## config.mk

```make
export PLATFORM = sky130hd
export DESIGN_NAME = elevator_scan_ctrl
export DESIGN_NICKNAME = d
export VERILOG_FILES = /design/src/rtl/elevator_pkg.sv /design/src/rtl/tick_timer.sv /design/src/rtl/elevator_scan_ctrl.sv
export SDC_FILE = /design/constraint.sdc
export NUM_CORES = 1
export LEC_CHECK = 0
export CAP_MARGIN = 20
export CELL_PAD_IN_SITES_DETAIL_PLACEMENT = 0
export CELL_PAD_IN_SITES_GLOBAL_PLACEMENT = 1
export CORE_ASPECT_RATIO = 1.1
export CORE_MARGIN = 2
export CORE_UTILIZATION = 44
export CTS_CLUSTER_DIAMETER = 100
export DETAILED_ROUTE_END_ITERATION = 8
export PLACE_DENSITY = 0.86
export SLEW_MARGIN = 20
export SYNTH_ARGS = -nofsm -noshare
export SYNTH_HDL_FRONTEND = slang
export SYNTH_SLANG_ARGS = --single-unit
```

## constraint.sdc

```tcl
create_clock -name clk -period 3.34 [get_ports clk]
set_input_delay 0.668 -clock clk [delete_from_list [all_inputs] [get_ports clk]]
set_output_delay 0.668 -clock clk [all_outputs]
set_load 0.005 [all_outputs]
```

## src/rtl/elevator_pkg.sv

```systemverilog
// Shared types and helpers for the SCAN elevator controller.
package elevator_pkg;

    typedef enum logic [1:0] {
        StDecide,
        StMove,
        StDoor
    } state_e;

    // Bits needed to hold max(a, b) as an unsigned count.
    function automatic int unsigned clog2_max(input int unsigned a, input int unsigned b);
        return $clog2(((a > b) ? a : b) + 1);
    endfunction

endpackage

```

## src/rtl/tick_timer.sv

```systemverilog
// Loadable down-counter that parks at zero; done flags the zero count.
module tick_timer #(
    parameter int unsigned WIDTH = 8
) (
    input  logic             clk,
    input  logic             rst_n,
    input  logic             load,
    input  logic [WIDTH-1:0] load_val,
    output logic             done
);

    logic [WIDTH-1:0] count_q;

    always_ff @(posedge clk or negedge rst_n) begin
        if (!rst_n) begin
            count_q <= '0;
        end else if (load) begin
            count_q <= load_val;
        end else if (!done) begin
            count_q <= count_q - WIDTH'(1);
        end
    end

    assign done = (count_q == '0);

endmodule

```

## src/rtl/elevator_scan_ctrl.sv

```systemverilog
// Multi-floor elevator controller: latches requests and serves them in SCAN order
// with a timed travel per floor and a timed door dwell at each served floor.
module elevator_scan_ctrl
    import elevator_pkg::*;
#(
    parameter int unsigned NUM_FLOORS   = 8,
    parameter int unsigned TRAVEL_TICKS = 10000000,
    parameter int unsigned DOOR_TICKS   = 20000000
) (
    input  logic                          clk,
    input  logic                          rst_n,
    input  logic [NUM_FLOORS-1:0]         req_in,
    output logic [$clog2(NUM_FLOORS)-1:0] current_floor,
    output logic [NUM_FLOORS-1:0]         pending,
    output logic                          dir_up,
    output logic                          moving,
    output logic                          door_open,
    output logic                          idle
);

    localparam int unsigned FLOOR_W = $clog2(NUM_FLOORS);
    localparam int unsigned TIMER_W = clog2_max(TRAVEL_TICKS, DOOR_TICKS);
    localparam logic [TIMER_W-1:0] TRAVEL_LOAD = TIMER_W'(TRAVEL_TICKS - 1);
    localparam logic [TIMER_W-1:0] DOOR_LOAD   = TIMER_W'(DOOR_TICKS - 1);

    state_e                 state_q, state_d;
    logic [FLOOR_W-1:0]     floor_q, floor_d;
    logic [NUM_FLOORS-1:0]  pending_q, pending_d;
    logic                   dir_up_q, dir_up_d;

    logic                   timer_load;
    logic [TIMER_W-1:0]     timer_load_val;
    logic                   timer_done;

    logic [NUM_FLOORS-1:0]  above_mask, below_mask, clr;
    logic                   ahead, behind;

    tick_timer #(
        .WIDTH (TIMER_W)
    ) u_timer (
        .clk      (clk),
        .rst_n    (rst_n),
        .load     (timer_load),
        .load_val (timer_load_val),
        .done     (timer_done)
    );

    always_comb begin
        above_mask = '0;
        below_mask = '0;
        for (int i = 0; i < int'(NUM_FLOORS); i++) begin
            above_mask[i] = (i > int'(floor_q));
            below_mask[i] = (i < int'(floor_q));
        end
    end

    assign ahead  = dir_up_q ? |(pending_q & above_mask) : |(pending_q & below_mask);
    assign behind = dir_up_q ? |(pending_q & below_mask) : |(pending_q & above_mask);

    always_comb begin
        state_d        = state_q;
        floor_d        = floor_q;
        dir_up_d       = dir_up_q;
        timer_load     = 1'b0;
        timer_load_val = '0;
        unique case (state_q)
            StDecide: begin
                if (pending_q[floor_q]) begin
                    state_d        = StDoor;
                    timer_load     = 1'b1;
                    timer_load_val = DOOR_LOAD;
                end else if (ahead || behind) begin
                    // Reverse only once nothing remains in the current direction.
                    dir_up_d       = ahead ? dir_up_q : ~dir_up_q;
                    state_d        = StMove;
                    timer_load     = 1'b1;
                    timer_load_val = TRAVEL_LOAD;
                end
            end
            StMove: begin
                if (timer_done) begin
                    floor_d = dir_up_q ? floor_q + FLOOR_W'(1) : floor_q - FLOOR_W'(1);
                    state_d = StDecide;
                end
            end
            StDoor: begin
                if (timer_done) begin
                    state_d = StDecide;
                end
            end
            default: state_d = StDecide;
        endcase
    end

    // The floor being served is cleared on door entry and throughout the dwell.
    always_comb begin
        clr = '0;
        if (state_q == StDoor || state_d == StDoor) begin
            clr[floor_q] = 1'b1;
        end
        pending_d = (pending_q | req_in) & ~clr;
    end

    always_ff @(posedge clk or negedge rst_n) begin
        if (!rst_n) begin
            state_q   <= StDecide;
            floor_q   <= '0;
            pending_q <= '0;
            dir_up_q  <= 1'b1;
        end else begin
            state_q   <= state_d;
            floor_q   <= floor_d;
            pending_q <= pending_d;
            dir_up_q  <= dir_up_d;
        end
    end

    assign current_floor = floor_q;
    assign pending       = pending_q;
    assign dir_up        = dir_up_q;
    assign moving        = (state_q == StMove);
    assign door_open     = (state_q == StDoor);
    assign idle          = (state_q == StDecide) && (pending_q == '0);

endmodule

```

# After elaboration in Yosys (flattened, before gate mapping)

Index checks and enable logic that the tools add are counted.

Register bits after elaboration: 39
Word-level logic and storage cells: 68

Add/subtract/negate cells: 3
Order comparisons: 16
Equal/unequal tests: 4
Mux-type cells: 20
Bitwise operators: 8
Reductions and logical operators: 12

Operators with widths:

| kind                    | count |
|---|---|
| $mux W25                | 4 |
| $logic_not A25 Y1       | 1 |
| $sub A25 B1 Y25 const B | 1 |
| $mux W24                | 1 |
| $and A8 B8 Y8           | 2 |
| $reduce_or A8 Y1        | 2 |
| $gt A3 B3 Y1 const A    | 4 |
| $lt A3 B3 Y1 const A    | 3 |
| $and A8 B7 Y8           | 1 |
| $logic_not A8 Y1        | 1 |
| $mux W8                 | 1 |
| $not A8 Y8              | 1 |
| $or A8 B8 Y8            | 1 |
| $mux W1                 | 7 |
| $gt A2 B3 Y1 const A    | 2 |
| $lt A1 B3 Y1 const A    | 2 |
| $lt A2 B3 Y1 const A    | 2 |
| $mux W2                 | 3 |
| $eq A2 B2 Y1 const B    | 2 |
| $lt A3 B4 Y1 const B    | 1 |
| $pmux W2 S2             | 1 |
| $reduce_and A4 Y1       | 1 |
| $add A3 B1 Y3 const B   | 1 |
| $bmux W1 S3             | 1 |
| other kinds (13)        | 17 |

# Depth between registers and ports, before layout

Depth in word-level cells: 13
Gate-level depth with buffers: 10
Mapped depth without buffers: 8

# Modules after synthesis

Synthesis repeated with hierarchy kept, for this count alone.

Cells, all modules: 278
Area total of the unflattened synthesis: 2557.5 µm²

By module, submodules not included:

| module             | times used | cells each | area each (µm²) |
|---|---|---|---|
| tick_timer         | 1          | 156        | 1445.1 |
| elevator_scan_ctrl | 1          | 122        | 1112.3 |

# Least setup slack after synthesis

No wires, ideal clock.

Kind: flip-flop to flip-flop
Start: register u_timer.count_q[20]
End: register pending_q[5] (netlist: pending[5])
Arrival time: 2431 ps
Data required time: 3199 ps
Path slack: 768 ps
Cell stages (with the launch flop): 7
Period minus slack after synthesis: 2572 ps
Cells stage by stage: dfrtp_1 > or4_4 > or4_4 > o21ai_4 > mux2_4 > a2111oi_4 > a31oi_1

Cells in the longest elaborated chain, start to end: 8

RTL lines:

| what                     | RTL line                                           | RTL |
|---|---|---|
| start: declaration       | tick_timer.sv:12                                   | `logic [WIDTH-1:0] count_q;` |
| start signal: assignment | tick_timer.sv:18                                   | `count_q <= load_val;` |
| start signal: assignment | tick_timer.sv:20                                   | `count_q <= count_q - WIDTH'(1);` |
| $logic_not A25 Y1        | tick_timer.sv:24                                   | `assign done = (count_q == '0);` |
| $mux W2                  | elevator_scan_ctrl.sv:81, elevator_scan_ctrl.sv:87 |  |
| $pmux W2 S2              | elevator_scan_ctrl.sv:66                           | `unique case (state_q)` |
| $eq A2 B2 Y1             | elevator_scan_ctrl.sv:98                           | `if (state_q == StDoor \|\| state_d == StDoor) begin` |
| $logic_or A1 B1 Y1       | elevator_scan_ctrl.sv:98                           |  |
| $mux W8                  | elevator_scan_ctrl.sv:98                           |  |
| $not A8 Y8               | elevator_scan_ctrl.sv:101                          | `pending_d = (pending_q \| req_in) & ~clr;` |
| $and A8 B8 Y8            | elevator_scan_ctrl.sv:101                          |  |
| via pending_d[5]         | elevator_scan_ctrl.sv:28                           | `logic [NUM_FLOORS-1:0] pending_q, pending_d;` |
| end signal: assignment   | elevator_scan_ctrl.sv:113                          | `pending_q <= pending_d;` |
| end: declaration         | elevator_scan_ctrl.sv:28                           |  |

The timed path passes the listed nets, and every way through them passes these cells.
A chain may end at the register's enable or synchronous reset.

# Worst setup path in the final report

Start: register floor_q[0] (netlist: current_floor[0])
End: register u_timer.count_q[12]

Cells in the longest elaborated chain, start to end: 9
Elaborated cells on any way between the ends: 31

RTL lines:

| what                                                      | RTL line                                           | RTL |
|---|---|---|
| start: declaration                                        | elevator_scan_ctrl.sv:27                           | `logic [FLOOR_W-1:0] floor_q, floor_d;` |
| start signal: assignment                                  | elevator_scan_ctrl.sv:112                          | `floor_q <= floor_d;` |
| $lt A1 B3 Y1, or another cell as far along                | elevator_scan_ctrl.sv:53                           | `below_mask[i] = (i < int'(floor_q));` |
| $and A8 B7 Y8 / $and A8 B8 Y8 (equally long branches)     | elevator_scan_ctrl.sv:57, elevator_scan_ctrl.sv:58 |  |
| $reduce_or A8 Y1                                          | elevator_scan_ctrl.sv:57, elevator_scan_ctrl.sv:58 |  |
| $mux W1 (on tied branches)                                | elevator_scan_ctrl.sv:57, elevator_scan_ctrl.sv:58 |  |
| $logic_or A1 B1 Y1                                        | elevator_scan_ctrl.sv:72                           | `end else if (ahead \|\| behind) begin` |
| $mux W1 / $mux W24 (equally long branches)                | elevator_scan_ctrl.sv:72                           |  |
| $mux W1 / $mux W25 (equally long branches)                | elevator_scan_ctrl.sv:68                           | `if (pending_q[floor_q]) begin` |
| $mux W1 / $mux W25 (equally long branches)                | elevator_scan_ctrl.sv:66                           |  |
| $ne A2 B2 Y1 (no line) / $mux W25 (equally long branches) | n/a                                                |  |

Several ways; a longest one is shown, not always the timed one. The select of a mux whose other input is x is not followed.

==> run summary <==
detail-routed via count per cell: 5.749
Least-Margin Pin Slew: 1.032 ns
Finished Cell Area: 2856 um^2
routed length on met1: 2780 um
post-synthesis cell type count: 58
Routed met3 length: 262 um
xor and xnor fraction of the mapped netlist area: 0.05770
number of buffer and inverter instances along the worst setup path: 1
via count: 2081
Max rail drop VDD: 0.3048 mV
final clock period utilization by the worst path: 0.8990
Placed Instance Area: 2744 um^2
Die Y-Extent: 81.92 um
worst slack, placed: 0.4115 ns
highest-delay cell along the critical path: a21oi_1
iteration count of the initial detailed-routing pass: 4
family with the most delay on the worst path: compound AO/OA/AOI/OAI gates
normalized max-slew margin: 0.3122
wire per inst: 16.11 um
Most used DFF post-synth: dfrtp_1
post-synthesis area per instance: 9.305 um^2
Cell Chain, Critical Path: inv_1 > ha_1 > nor4b_1 > a311o_1 > nor3_2 > a21oi_1 > o22ai_1 > a21oi_1
antenna diode instance count: 0
synthesis-to-layout area growth: 17.62%
number of cells in the finished layout apart from fillers: 362
Initial Utilization: 0.4531
clock buffer depth: 2
max frequency: 333.0 MHz
arrival time at the worst endpoint: 3.23 ns
required time reported for the critical path endpoint: 3.57 ns
result of the run: complete, no violations
H-tree depth reported by CTS: 2
flip-flop and latch count after synthesis: 39
clock net sink count: 39
global route total overflow: 0
clock slew at reported path FFs: 0.09 ns
net count after synthesis: 280
floorplan die area: 6130 um^2
Post-CTS Setup Bufs: 0
unrepaired setup endpoints after global routing: false
total net switching power: 678.8 uW
relative contribution of combinational cells to total power: 0.382
Layout Nets: 305
switching part of the total power: 0.3849
ratio of cells with drive above 1 in the final layout: 0.1080
width of the die: 74.84 um
Finished Core Util: 0.5329
top layer used by detailed routing: met4
cell repeated most along the worst path: a21oi_1
compound-gate portion of the synthesized area: 0.2133
worst-path maximum fanout: 19
number of I/O pins: 25
clock latency on the worst-skew pair: 0.29 ns
total power after layout: 1.763 mW
RePlAce Congestion: 0.8694
crit path kind: flip-flop to flip-flop
min setup slack post-route: 0.3374 ns
clock tree from TritonCTS: done
number of max-capacitance violations reported: 0
Num CTS Buffers: 5
HPWL Detailed: 4146 um
asr flop ratio synth: 1.000
number of nets with antenna violations after routing: 0
number of setup violations in the final report: 0
PortBufs: 24
max-slew violation total from the final report: 0
sequential element share of the synthesized area: 0.4024
pwr/cell area: 617.3 nW/um^2
worst clock skew on the final layout: 0.01699 ns
antenna violations before repair: 0
post-synthesis share of cell area spent on and, or, nand and nor gates: 0.2246
clock power share: 0.230
post-synthesis cell area: 2429 um^2
sequential share of power: 0.389
master cell of the clock root buffer: clkbuf_8
number of hold violations in the final report: 0
hold bufs inserted after CTS: 0
length of routed met2 wiring: 2722 um
number of cells in the design after placement: 354
fraction of synthesized area in multiplexers: 0.01906
number of global-route vias before repair: 2064
number of synthesized flops with an enable pin: 0
Total Negative Setup Slacks: 0 ns
# rows: 28
post-detailed-route DRC marker count: 0
number of instances in the synthesized netlist: 261
startpoint class of the critical path: flip-flop
Post-Route Hold Slack: 0.4896 ns
Total GRT Usage: 0.2076
shortest clock period the worst path allows after layout: 3.003 ns
leakage component of the power: 1.024 nW
kind of end point of the critical path: flip-flop
maximum number of pins on one net before global-route repair: 40
core footprint: 5360 um^2
type of the worst min-delay path: input pin to async pin
wire length of the first global-routing pass: 9984 um
largest family of logic cells by synthesized area: simple AND/OR/NAND/NOR gates
Critical Path Max Stage Delay: 0.82 ns
cells resized by post-CTS repair: 0
internal power consumption: 1.085 mW
DRC violation total after the first TritonRoute iteration: 119
adder and majority cell fraction of the synthesized area: 0.04637
final WL: 5833 um
synthesis warning total: 0
power by group through the flow:
| stage | clock (mW) | combinational, mW | sequential (mW) |
|---|---|---|---|
| 6_report | 0.405 | 0.673 | 0.685 |
| 5_1_grt | 0.428 | 0.743 | 0.704 |
| 4_1_cts | 0.417 | 0.673 | 0.684 |
| 3_5_place_dp | 0 | 0.670 | 0.691 |
| 3_3_place_gp | 0 | 0.662 | 0.689 |
| 2_1_floorplan | 0 | 0.488 | 0.663 |
Yosys cell counts (all sizes together) (4+ instances only):
cell type  count  share of area
dfrtp         38           0.39
a21oi         23          0.047
nand2         18          0.028
nor2          17          0.029
o21ai         16          0.038
inv           12          0.019
nor4          12          0.033
xnor2         12          0.043
ha             9          0.046
nor3           9          0.021
nand3          7          0.014
or3            7          0.018
a31oi          6          0.015
o22ai          6          0.015
buf            5          0.010
clkbuf         5         0.0077
nand2b         5          0.013
or4            5          0.019
xor2           4          0.014
final timing paths:
path / from / end / slack, ns / depth (start not counted)
max in group asynchronous: rst_n / u_timer.count_q[1] / 2.28 / 1
min in group clk: u_timer.count_q[20] / u_timer.count_q[20] / 0.54 / 2
worst min register to register: u_timer.count_q[20] / u_timer.count_q[20] / 0.54 / 2
worst min-delay path: rst_n / u_timer.count_q[22] / 0.49 / 1
worst max register to register: current_floor[0] / u_timer.count_q[12] / 0.34 / 8
worst max-delay path: current_floor[0] / u_timer.count_q[12] / 0.34 / 8
logic make-up (layout without fill, tap and decap cells):
group | Yosys count | after routing
buffers and inverters | 22 | 48
adder cells (fa/ha/maj) | 9 | 9
AND/OR/NAND/NOR | 95 | 95
flip-flops | 39 | 39
multiplexers | 4 | 4
AO/OA/AOI/OAI | 76 | 76
XOR/XNOR | 16 | 16
routing by layer:
metal,up-vias,global-route usage
met5,-,0
met4,0,0.05000
met3,8,0.04294
met2,55,0.3404
met1,997,0.2793
li1,1021,-
flip-flops by register name, indices dropped and copies added (netlist names):
signal	flops
current_floor	3
dir_up	1
pending	8
state_q	2
u_timer.count_q	25
area by class of cell:
cell class                      instances  area (um^2)
Clock buffer                            5        68.82
Inverter                               12        45.04
Sequential cell                        39        977.2
Tap cell                               75        93.84
Clock inverter                          3        43.79
Fill cell                             503         2504
Multi-Input combinational cell        200         1363
Timing Repair Buffer                   28        265.3
cells in the final DEF (no fill, tap or decap), types with 3 or more instances in the layout:
master	Yosys	routed
a21oi_1	23	23
a31oi_1	6	6
buf_4	0	4
clkbuf_8	0	5
clkdlybuf4s50_1	0	23
dfrtp_1	38	38
ha_1	9	9
inv_1	12	12
nand2_1	18	18
nand2b_1	5	5
nand3_1	7	7
nor2_1	16	16
nor3_1	8	8
nor4_1	11	11
o21ai_0	13	13
o22ai_1	6	6
o32ai_1	3	3
or2_2	3	3
or3_1	7	7
or4_1	3	3
xnor2_1	12	12
xor2_1	4	4
Power figures use the tool's default switching activity.
